## src/rtl/mem_pkg.sv

```systemverilog
// Shared definitions for the MEM-stage data memory access path.
//   SZ_*          : access size encodings on req_size
//   state_t       : access controller state encoding
//   req_t         : registered request payload
//   MEM_BYTES_DEF : default data memory size in bytes
package mem_pkg;

  localparam int unsigned MEM_BYTES_DEF = 256;

  localparam logic [1:0] SZ_BYTE = 2'b00;
  localparam logic [1:0] SZ_HALF = 2'b01;
  localparam logic [1:0] SZ_WORD = 2'b10;

  typedef enum logic [2:0] {
    IDLE   = 3'd0,
    LOAD   = 3'd1,
    STORE  = 3'd2,
    RMW_RD = 3'd3,
    RMW_WR = 3'd4,
    RESP   = 3'd5
  } state_t;

  typedef struct packed {
    logic [1:0]  size;
    logic        uns;
    logic [1:0]  offset;
    logic [31:0] wdata;
  } req_t;

  // Number of bytes touched by an access of the given size encoding.
  function automatic logic [2:0] size_bytes(input logic [1:0] sz);
    case (sz)
      SZ_BYTE: size_bytes = 3'd1;
      SZ_HALF: size_bytes = 3'd2;
      default: size_bytes = 3'd4;
    endcase
  endfunction

endpackage

```

## src/rtl/mem_lane_align.sv

```systemverilog
// Big-endian lane steering between a 32-bit memory word and a sub-word access.
//   size, offset : access size encoding and byte offset within the word
//   is_unsigned  : zero-extend (1) or sign-extend (0) sub-word loads
//   word         : word read from memory
//   wdata        : right-justified store data
//   load_c       : extended load result
//   merge_c      : word with the addressed lane replaced by store data
module mem_lane_align
  import mem_pkg::*;
(
  input  logic [1:0]  size,
  input  logic [1:0]  offset,
  input  logic        is_unsigned,
  input  logic [31:0] word,
  input  logic [31:0] wdata,
  output logic [31:0] load_c,
  output logic [31:0] merge_c
);

  logic [4:0]  byte_sh;
  logic [4:0]  half_sh;
  logic [7:0]  byte_lane;
  logic [15:0] half_lane;

  // Offset 0 is the most significant lane, so the shift is (3 - offset) bytes.
  always_comb begin
    byte_sh   = {~offset, 3'b000};
    half_sh   = {~offset[1], 4'b0000};
    byte_lane = 8'(word >> byte_sh);
    half_lane = 16'(word >> half_sh);
    load_c    = word;
    merge_c   = wdata;
    case (size)
      SZ_BYTE: begin
        load_c  = is_unsigned ? {24'h0, byte_lane} : {{24{byte_lane[7]}}, byte_lane};
        merge_c = (word & ~(32'h0000_00FF << byte_sh)) | (32'(wdata[7:0]) << byte_sh);
      end
      SZ_HALF: begin
        load_c  = is_unsigned ? {16'h0, half_lane} : {{16{half_lane[15]}}, half_lane};
        merge_c = (word & ~(32'h0000_FFFF << half_sh)) | (32'(wdata[15:0]) << half_sh);
      end
      default: begin
        load_c  = word;
        merge_c = wdata;
      end
    endcase
  end

endmodule

```

## src/rtl/mem_access_ctrl.sv

```systemverilog
// MEM-stage load/store controller driving a big-endian, byte-addressed data memory.
//   req/req_*      : pipeline request, held until done
//   stall          : hold pipeline while a request is outstanding
//   done/rdata/err : one-cycle completion with extended load data and error flag
//   mem_*          : word-aligned memory port (read data returns combinationally)
module mem_access_ctrl
  import mem_pkg::*;
#(
  parameter int unsigned MEM_BYTES = MEM_BYTES_DEF
) (
  input  logic        clk,
  input  logic        rst_n,
  input  logic        req,
  input  logic        req_we,
  input  logic [1:0]  req_size,
  input  logic        req_unsigned,
  input  logic [31:0] req_addr,
  input  logic [31:0] req_wdata,
  output logic        stall,
  output logic        done,
  output logic [31:0] rdata,
  output logic        err,
  output logic [31:0] mem_address,
  output logic [31:0] mem_writeData,
  output logic        mem_memwrite,
  output logic        mem_memread,
  input  logic [31:0] mem_out32
);

  state_t      state_q;
  state_t      state_d;
  req_t        req_q;
  logic        bad_c;
  logic [31:0] load_c;
  logic [31:0] merge_c;

  mem_lane_align u_align (
    .size        (req_q.size),
    .offset      (req_q.offset),
    .is_unsigned (req_q.uns),
    .word        (mem_out32),
    .wdata       (req_q.wdata),
    .load_c      (load_c),
    .merge_c     (merge_c)
  );

  // Reset gating keeps the pipeline moving while the controller is held in reset.
  assign stall = rst_n & req & ~done;

  // State register.
  always_ff @(posedge clk or negedge rst_n) begin
    if (!rst_n) state_q <= IDLE;
    else        state_q <= state_d;
  end

  // Request classification, next state and memory enables decoded from state.
  always_comb begin
    state_d      = state_q;
    bad_c        = 1'b0;
    mem_memread  = 1'b0;
    mem_memwrite = 1'b0;

    case (req_size)
      SZ_BYTE: bad_c = 1'b0;
      SZ_HALF: bad_c = req_addr[0];
      SZ_WORD: bad_c = |req_addr[1:0];
      default: bad_c = 1'b1;
    endcase
    // 33-bit sum so addresses near 2^32 cannot wrap into range.
    if (({1'b0, req_addr} + 33'(size_bytes(req_size))) > 33'(MEM_BYTES)) bad_c = 1'b1;

    case (state_q)
      IDLE: begin
        if (req) begin
          if (bad_c)                 state_d = RESP;
          else if (!req_we)          state_d = LOAD;
          else if (req_size == SZ_WORD) state_d = STORE;
          else                       state_d = RMW_RD;
        end
      end
      LOAD: begin
        mem_memread = 1'b1;
        state_d     = RESP;
      end
      STORE: begin
        mem_memwrite = 1'b1;
        state_d      = RESP;
      end
      RMW_RD: begin
        mem_memread = 1'b1;
        state_d     = RMW_WR;
      end
      RMW_WR: begin
        mem_memwrite = 1'b1;
        state_d      = RESP;
      end
      RESP:    state_d = IDLE;
      default: state_d = IDLE;
    endcase
  end

  // Request capture, load result and store word registers.
  always_ff @(posedge clk or negedge rst_n) begin
    if (!rst_n) begin
      req_q         <= '0;
      mem_address   <= '0;
      mem_writeData <= '0;
      rdata         <= '0;
      done          <= 1'b0;
      err           <= 1'b0;
    end else begin
      done <= (state_d == RESP);
      err  <= (state_q == IDLE) && req && bad_c;
      case (state_q)
        IDLE: begin
          if (req) begin
            req_q.size    <= req_size;
            req_q.uns     <= req_unsigned;
            req_q.offset  <= req_addr[1:0];
            req_q.wdata   <= req_wdata;
            mem_address   <= {req_addr[31:2], 2'b00};
            mem_writeData <= req_wdata;
            rdata         <= '0;
          end
        end
        LOAD:    rdata         <= load_c;
        RMW_RD:  mem_writeData <= merge_c;
        default: ;
      endcase
    end
  end

endmodule

```

## config.mk

```make
export PLATFORM = sky130hd
export DESIGN_NAME = mem_access_ctrl
export DESIGN_NICKNAME = d
export VERILOG_FILES = /design/src/rtl/mem_pkg.sv /design/src/rtl/mem_lane_align.sv /design/src/rtl/mem_access_ctrl.sv
export SDC_FILE = /design/constraint.sdc
export NUM_CORES = 1
export LEC_CHECK = 0
export ABC_CLOCK_PERIOD_IN_PS = 2430
export CORE_MARGIN = 5
export CORE_UTILIZATION = 25
export DETAILED_ROUTE_END_ITERATION = 8
export GPL_TIMING_DRIVEN = 0
export PLACE_DENSITY = 0.55
export REMOVE_ABC_BUFFERS = 1
export SLEW_MARGIN = 10
export SYNTH_ARGS = -nofsm -noshare
export SYNTH_HDL_FRONTEND = slang
export SYNTH_HIERARCHICAL = 1
export SYNTH_SLANG_ARGS = --single-unit
export TNS_END_PERCENT = 30
```

## constraint.sdc

```tcl
create_clock -name clk -period 2.43 [get_ports clk]
set_input_delay 0.6075 -clock clk [delete_from_list [all_inputs] [get_ports clk]]
set_output_delay 0.6075 -clock clk [all_outputs]
set_load 0.02 [all_outputs]
```

# Yosys cells after proc, flatten, opt, wreduce, memory -nomap -nowiden
# Cells that the tools add are included.
# totals
wordCells	70
output_inout_bits	101
ff_bits	136
inputBits	103
# op_classes
n_shift	6
n_eq_ne	9
muxes	18
n_lt_le_gt_ge	1
n_bitwise	11
n_reduce_logical	14
addsub	1
# ops
cell	count
$pmux 32 s2	4
$mux 32	4
$and 32x32->32	2
$not 32->32	2
$or 32x32->32	2
$add 32x3->33	1
$gt 33x9->1 const B	1
$shl 16x5->32	1
$shl 16x5->32 const A	1
$shl 8x5->32	1
$shl 8x5->32 const A	1
$shr 32x5->16	1
$shr 32x5->8	1
$pmux 3 s3	1
$eq 3x2->1 const B	2
$eq 3x3->1 const B	2
$mux 3	2
$pmux 3 s2	1
$reduce_and 2->1	3
$reduce_or 2->1	3
$eq 2x1->1 const B	2
$logic_not 2->1	2
$mux 1	4
$reduce_bool 2->1	2
11 further kinds	14

# Depth between registers and ports, before layout
# Gate-level depths: netlist of the first run.
# logic_depth
ltp_word	9
ltp_mapped	10
ltp_nobuf	10

# By module
# Netlist of the first run, hierarchy kept.
# modules_own_cells
module	cells_per_inst	n_inst	area_each_um2	seq_area_each_um2
mem_access_ctrl	632	1	5889.4	3403.3
mem_lane_align	217	1	1422.6	0.0

# Worst setup path before layout of the first run
# OpenSTA, ideal clock, no wires.
# synth_timing
kind	input to register
start	input port req_size[1]
end	register state_q[1]
slack_ps	-396
n_path_buf	0
stages	10
t_required_ps	2363
t_arrival_ps	2759
setup_ps	67
cell_sequence	nor2_1 -> ha_1 -> fa_1 -> a21oi_2 -> nor2_1 -> xor2_1 -> a2111oi_0 -> o2111ai_1 -> nor4_4 -> and3_1
# synth_via
elab_chain_cells	8
word_cells_on_any_way	11
cone_classes	1 x add/sub; 1 x order compare; 2 x eq/ne; 6 x mux; 1 x reduce/logical
# synth_lines
element	line_no	text
from (decl)	mem_access_ctrl.sv:15	input logic [1:0] req_size,
$eq 2x1->1 / $logic_not 2->1 (equally long branches)	mem_pkg.sv:32, mem_access_ctrl.sv:63	
$pmux 3 s2	mem_pkg.sv:32	case (sz)
$add 32x3->33	mem_access_ctrl.sv:70	if (({1'b0, req_addr} + 33'(size_bytes(req_size))) > 33'(MEM_BYTES)) bad_c = 1'b1;
$gt 33x9->1	mem_access_ctrl.sv:70	
$mux 1 (*)	mem_access_ctrl.sv:70	
$mux 3 (*)	mem_access_ctrl.sv:75	if (bad_c) state_d = RESP;
$mux 3 (*)	mem_access_ctrl.sv:74	if (req) begin
$pmux 3 s3 (*)	mem_access_ctrl.sv:72	case (state_q)
net state_d[1]	mem_access_ctrl.sv:31	state_t state_d;
to (signal assigned)	mem_access_ctrl.sv:53	else state_q <= state_d;
to (decl)	mem_access_ctrl.sv:30	state_t state_q;
# The timed path passes the listed nets; every way through them passes the cells marked *.
# A chain may end at the register's enable or synchronous reset.

# Final worst setup path of the first run
# Same ends and word-level chain as after synthesis.

==> results of run 1 <==
==> state kept, by name, summed over array words and instances, names as in the netlist <==
register / count
mem_address: 30
state_q: 3
done: 1
req_q: 37
mem_writeData: 32
err: 1
rdata: 32
==> timing repair <==
item                       in CTS  in global routing
pin swaps                      16                  9
resized for setup              67                 15
gates cloned                    0                  0
setup endpoints to repair      55                 48
buffers inserted               13                  1
==> per-layer routing <==
metal / wire (um) / GRT usage, %
met1: 12030 / 21.42
met2: 12670 / 26.79
met3: 2166 / 5.349
met4: 365 / 3.903
met5: 21 / 0
==> per-stage QoR <==
stage	power (mW)	hold WS, ns	instance area, um2
after floorplan	7.892	0.3119	7067
after global placement	10.92	0.4581	9559
after detailed placement	11.12	0.4615	9808
after CTS	13.98	0.09716	10680
after global routing	14.77	0.1064	10740
final	13.82	0.08207	10740
==> final timing paths <==
kind                                       start                            to  cells after the start
max in group asynchronous                  rst_n         rdata[14]$_DFFE_PN0P_                      2
min in group clk                     req_addr[0]         req_q[32]$_DFFE_PN0P_                      3
setup / recovery                     req_size[1]          state_q[1]$_DFF_PN0_                     10
setup reg to reg           req_q[35]$_DFFE_PN0P_  mem_writeData[2]$_DFFE_PN0P_                      5
hold reg to reg            req_q[24]$_DFFE_PN0P_         req_q[24]$_DFFE_PN0P_                      2
hold / removal                             rst_n   mem_address[27]$_DFFE_PN0P_                      1
==> cells in the mapped netlist (10+ instances only) <==
cell type  count  area [um2]
clkbuf_1      43       161.4
o21ai_1       16       80.08
o21ai_0       11       55.05
nor2_1        20       75.07
nand2_1      316        1186
mux2i_1       16       160.2
dfrtp_1      136        3403
nand3_1       43       215.2
a22o_1        40       350.3
nand2b_1      10       62.56
nor3_1        11       55.05
a21oi_1       14       70.07
a22oi_1       18       135.1
==> logic make-up after synthesis <==
logic type | after synthesis
adders and majority gates | 4
and+or+nand+nor | 447
DFF | 136
buffers and inverters | 61
other | 1
AOI/OAI and AO/OA | 160
muxes | 27
xor gates and xnor gates | 13
==> power groups by stage <==
stage	Clock, mW	Combinational (mW)	Sequential (mW)
after global routing	2.90	7.34	4.54
final	2.72	6.74	4.36
after global placement	0	6.54	4.39
after CTS	2.81	6.80	4.38
after detailed placement	0	6.74	4.38
after floorplan	0	2.96	4.94
==> critical path, delay by kind of cell <==
| kind | cells | cell delay, ns |
|---|---|---|
| fa+ha+maj | 2 | 0.58 |
| compound gates | 2 | 0.54 |
| simple gates | 4 | 0.89 |
| buf+inv | 2 | 0.29 |
==> cell type report <==
cell class	count	share of cell area [%]
clock inverter	15	1.667
clock buffer	17	3.963
multi-input combinational	653	36.15
inverter	4	0.1399
timing repair buffer	231	21.82
tap	384	4.476
sequential	136	31.78
==> flow_metrics.py, run 1 <==
metrics = {
    "route": {
        "dr.pass1.iters": 5,
        "wl_per_cell_um": 18.92,
        "drt_iter0_drc": 435,
        "drc": 0,
        "vias": 7053,
        "drt-vias-per-instance": 4.898,
        "ant_nets": 0,
        "drt-total-wl_um": 27250,
    },
    "floorplan": {
        "coreArea_um2": 28780,
        "start_util_pct": 25.41,
        "die_area_um2": 32770,
        "die_w_um": 181.0,
        "rows": 62,
        "die_y_um": 181.0,
        "io_pins": 204,
    },
    "place": {
        "portBuffers": 201,
        "dpl.cell_count": 1394,
        "place.gp.congestion": 0.7757,
        "place_ws_ns": -1.673,
        "place_hpwl_um": 19100,
    },
    "clock_network": {
        "cts_buffer_depth": 2,
        "cts_tree": "yes",
        "cts_hold_buf": 0,
        "clockRootBuffer": "clkbuf_16",
        "cts_buffers": 17,
        "h-tree-depth": 4,
        "clock_latency_ns": 0.42,
        "clock_sinks": 136,
        "clkTransAtPathRegs_ns": 0.06,
    },
    "power": {
        "p_int_mw": 7.977,
        "switching_power_mw": 5.845,
        "leakage_nw": 4.846,
        "powerDensity_nw_per_um2": 1288,
        "switching_share_pct": 42.29,
        "max-vdd-ir-drop_v": 0.0005248,
        "power_frac_seq_pct": 31.6,
        "p_clk_share_pct": 19.7,
        "combPwrFrac_pct": 48.7,
    },
    "timing": {
        "period_minus_slack_ns": 2.575,
        "slew_headroom_pct": 34.13,
        "fmax_mhz": 388.3,
        "grt_setup_unrepaired": "yes",
        "worst_slack_ns": -0.1450,
        "setup_viol": 5,
        "tightest_slew_ns": 0.9880,
        "drv_slew": 0,
        "final.period_utilization_pct": 106.0,
        "finalSetupTns_ns": -0.6219,
        "finalHoldViolCount": 0,
        "finClkSkew_ns": 0.01002,
    },
    "final_layout": {
        "multi_input_area_um2": 3881,
        "final_core_util_pct": 37.30,
        "final_common_cell": "nand2_1",
        "fill_cells": 2894,
        "fin_cells": 1440,
        "final_nets": 1150,
        "syn_to_final_growth_pct": 46.82,
        "drive_gt1_share_pct": 11.36,
        "diodes": 0,
        "regArea_um2": 3412,
        "final_cell_mix": "nand2_1 (316), clkdlybuf4s50_1 (181), dfrtp_1 (133), nand3_1 (42), a22o_1 (40)",
    },
    "synthesis": {
        "synth_async_sr_flop_share_pct": 100.0,
        "synth_top_family_by_area": "simple AND/OR/NAND/NOR gates",
        "netlist_area_um2": 7312,
        "synth-main-ff-cell": "dfrtp_1",
        "synth_fa_ha_area_share_pct": 0.7871,
        "yosysWarnings": 6,
        "synth_xor_area_share_pct": 1.557,
        "synthSimpleGateAreaFrac_pct": 26.83,
        "synth.distinct_cells": 66,
        "netlist_instances": 849,
        "synth-seq-cells": 136,
        "synth_compound_area_share_pct": 16.58,
        "muxShareOfSynthArea_pct": 4.038,
        "syn_avg_cell_area_um2": 8.613,
        "synth-edff-count": 0,
        "synth-seq-area-share_pct": 46.54,
    },
    "grt": {
        "grt_pass1_wl_um": 42690,
        "grt_pass1_vias": 7236,
        "track_usage_pct": 16.47,
        "grt_max_degree": 72,
        "grt.overflow.total": 0,
        "grt_antenna_before_repair": 2,
    },
    "worst_setup_path": {
        "cp.arrival_ns": 2.93,
        "crit_slowest_cell": "fa_2",
        "cp-start-kind": "input pin",
        "end_kind": "register",
        "max_stage_delay_ns": 0.43,
        "critPathKind": "input pin to register",
        "cp_cell_sequence": "buf_12 -> nor2_4 -> ha_4 -> fa_2 -> or3_4 -> a2111oi_4 -> o2111ai_2 -> nor4_4 -> buf_4 -> and3_1",
        "cp_max_fo": 5,
        "critPathRequiredTime_ns": 2.78,
        "r2r_slack_ns": 0.12,
    },
    "status": {
        "violations": "negative setup slack",
        "status": "finished, violations left",
    },
    "run": {
        "cap_viol_max_count": 0,
    },
    "worst_hold_path": {
        "hp-class": "input pin to asynchronous set/reset pin",
    },
}
Note: power is estimated with default switching activity, not from simulation.
==> run 2, diff against run 1 <==
--- a/config.mk
+++ b/config.mk
@@ -12,7 +12,8 @@
 export GPL_TIMING_DRIVEN = 0
 export PLACE_DENSITY = 0.55
 export REMOVE_ABC_BUFFERS = 1
-export SLEW_MARGIN = 10
+export SKIP_CTS_REPAIR_TIMING = 1
+export SLEW_MARGIN = 20
 export SYNTH_ARGS = -nofsm -noshare
 export SYNTH_HDL_FRONTEND = slang
 export SYNTH_HIERARCHICAL = 1
==> run 2 against run 1 <==
Against the previous run:
- the flow still finishes with violations (negative setup slack)
- register-to-register slack improved by 0.03 ns
- routed wire length is essentially flat
- sequential cell count is the same
- critical path type unchanged
==> flow_metrics.py, run 2 (same netlist as run 1, synthesis figures left out) <==
metrics = {
    "final_layout": {
        "largest_reg_flops": 37,
        "largestRegisters": "req_q (37), mem_writeData (32), rdata (32)",
        "final_cell_mix": "nand2_1 (316), clkdlybuf4s50_1 (185), dfrtp_1 (132), nand3_1 (42), a22o_1 (40)",
        "final_nets": 1149,
        "syn_to_final_growth_pct": 46.53,
        "final_common_cell": "nand2_1",
        "final_core_util_pct": 37.23,
        "drive_gt1_share_pct": 10.90,
        "top_register": "req_q",
    },
    "worst_setup_path": {
        "critPathKind": "input pin to register",
        "cp-start-kind": "input pin",
        "critPathRequiredTime_ns": 2.79,
        "cp_max_fo": 5,
        "cp.arrival_ns": 3.02,
        "r2r_cells": 4,
        "end_kind": "register",
        "r2r_slack_ns": 0.15,
    },
    "floorplan": {
        "die_area_um2": 32770,
        "start_util_pct": 25.41,
        "coreArea_um2": 28780,
        "die_w_um": 181.0,
        "io_pins": 204,
        "die_y_um": 181.0,
        "rows": 62,
    },
    "clock_network": {
        "clockRootBuffer": "clkbuf_16",
        "clkTransAtPathRegs_ns": 0.07,
        "cts_tree": "yes",
        "cts_buffers": 17,
        "cts_buffer_depth": 2,
        "clock_latency_ns": 0.43,
        "h-tree-depth": 4,
        "clock_sinks": 136,
    },
    "grt": {
        "grt_pass1_wl_um": 42000,
        "track_usage_pct": 16.23,
        "grt.overflow.total": 0,
        "grt_max_degree": 71,
        "grt_pass1_vias": 7213,
        "grt_antenna_before_repair": 3,
    },
    "timing": {
        "setup_viol": 5,
        "whs_ns": 0.06343,
        "fmax_mhz": 375.5,
        "slew_headroom_pct": 41.36,
        "final.period_utilization_pct": 109.6,
        "finClkSkew_ns": 0.01175,
        "period_minus_slack_ns": 2.663,
        "worst_slack_ns": -0.2330,
        "finalHoldViolCount": 0,
        "grt_setup_unrepaired": "yes",
        "tightest_slew_ns": 0.8779,
        "finalSetupTns_ns": -0.9642,
        "drv_slew": 0,
    },
    "place": {
        "place_hpwl_um": 19280,
        "place.gp.congestion": 0.7757,
        "portBuffers": 201,
        "place_ws_ns": -1.653,
    },
    "route": {
        "drt_iter0_drc": 508,
        "dr.pass1.iters": 5,
        "drc": 0,
        "drt-vias-per-instance": 4.895,
        "wl_per_cell_um": 18.92,
        "drt-total-wl_um": 27240,
        "vias": 7049,
        "ant_nets": 0,
    },
    "status": {
        "violations": "negative setup slack",
        "status": "finished, violations left",
    },
    "power": {
        "powerDensity_nw_per_um2": 1279,
        "power_mw": 13.71,
        "leakage_nw": 4.898,
        "max-vdd-ir-drop_v": 0.0004829,
    },
    "worst_hold_path": {
        "hp-class": "input pin to asynchronous set/reset pin",
    },
    "run": {
        "cap_viol_max_count": 0,
    },
}
## run 2: per-stage QoR
step / instances / cell area, um2
after floorplan: 793 / 7067
after global placement: 1378 / 9559
after detailed placement: 1397 / 9852
after CTS: 1429 / 10410
after global routing: 1440 / 10710
final: 1440 / 10710
## run 2: power by group
part	internal [mW]	switching (mW)	total, mW	leakage [nW]
combinational	3.19	3.80	6.98	2.93
sequential	3.31	0.908	4.22	1.70
clock	1.35	1.16	2.51	0.265
total	7.84	5.86	13.7	4.90
## run 2: area by class of cell
class | instances | area (um2)
clock buffers | 17 | 425.4
diodes | 1 | 2.502
inverters | 4 | 15.01
well taps | 384 | 480.5
fillers | 2900 | 18070
repair buffers | 230 | 2396
clock inverters | 15 | 132.6
flip-flops and latches | 136 | 3413
multi-input cells | 653 | 3849
## run 2: worst max-delay path, stage by stage
cell and delay (ns):
clkbuf_2 0.14, ha_4 0.19, fa_2 0.44, nand2b_1 0.17, a311oi_1 0.31, a22oi_1 0.15
a2111oi_4 0.24, o2111ai_2 0.20, nor4_4 0.25, buf_6 0.16, and3_4 0.17
## run 2: path summary, 6_finish.rpt
| check | from | end |
|---|---|---|
| worst max-delay path | req_addr[0] | state_q[1]$_DFF_PN0_ |
| worst min-delay path | rst_n | mem_address[27]$_DFFE_PN0P_ |
| worst max register to register | req_q[33]$_DFFE_PN0P_ | rdata[30]$_DFFE_PN0P_ |
| worst min register to register | req_q[22]$_DFFE_PN0P_ | req_q[22]$_DFFE_PN0P_ |
| max in group asynchronous | rst_n | rdata[14]$_DFFE_PN0P_ |
| min in group clk | req_size[1] | req_q[36]$_DFFE_PN0P_ |
## run 2: per-layer routing
layer / global-route usage [%] / routed length, um / vias up
met2: 26.28 / 12590 / 256
met1: 21.05 / 11960 / 3399
met3: 5.630 / 2205 / 32
met5: 0 / 21 / -
li1: - / - / 3358
met4: 3.693 / 465 / 4
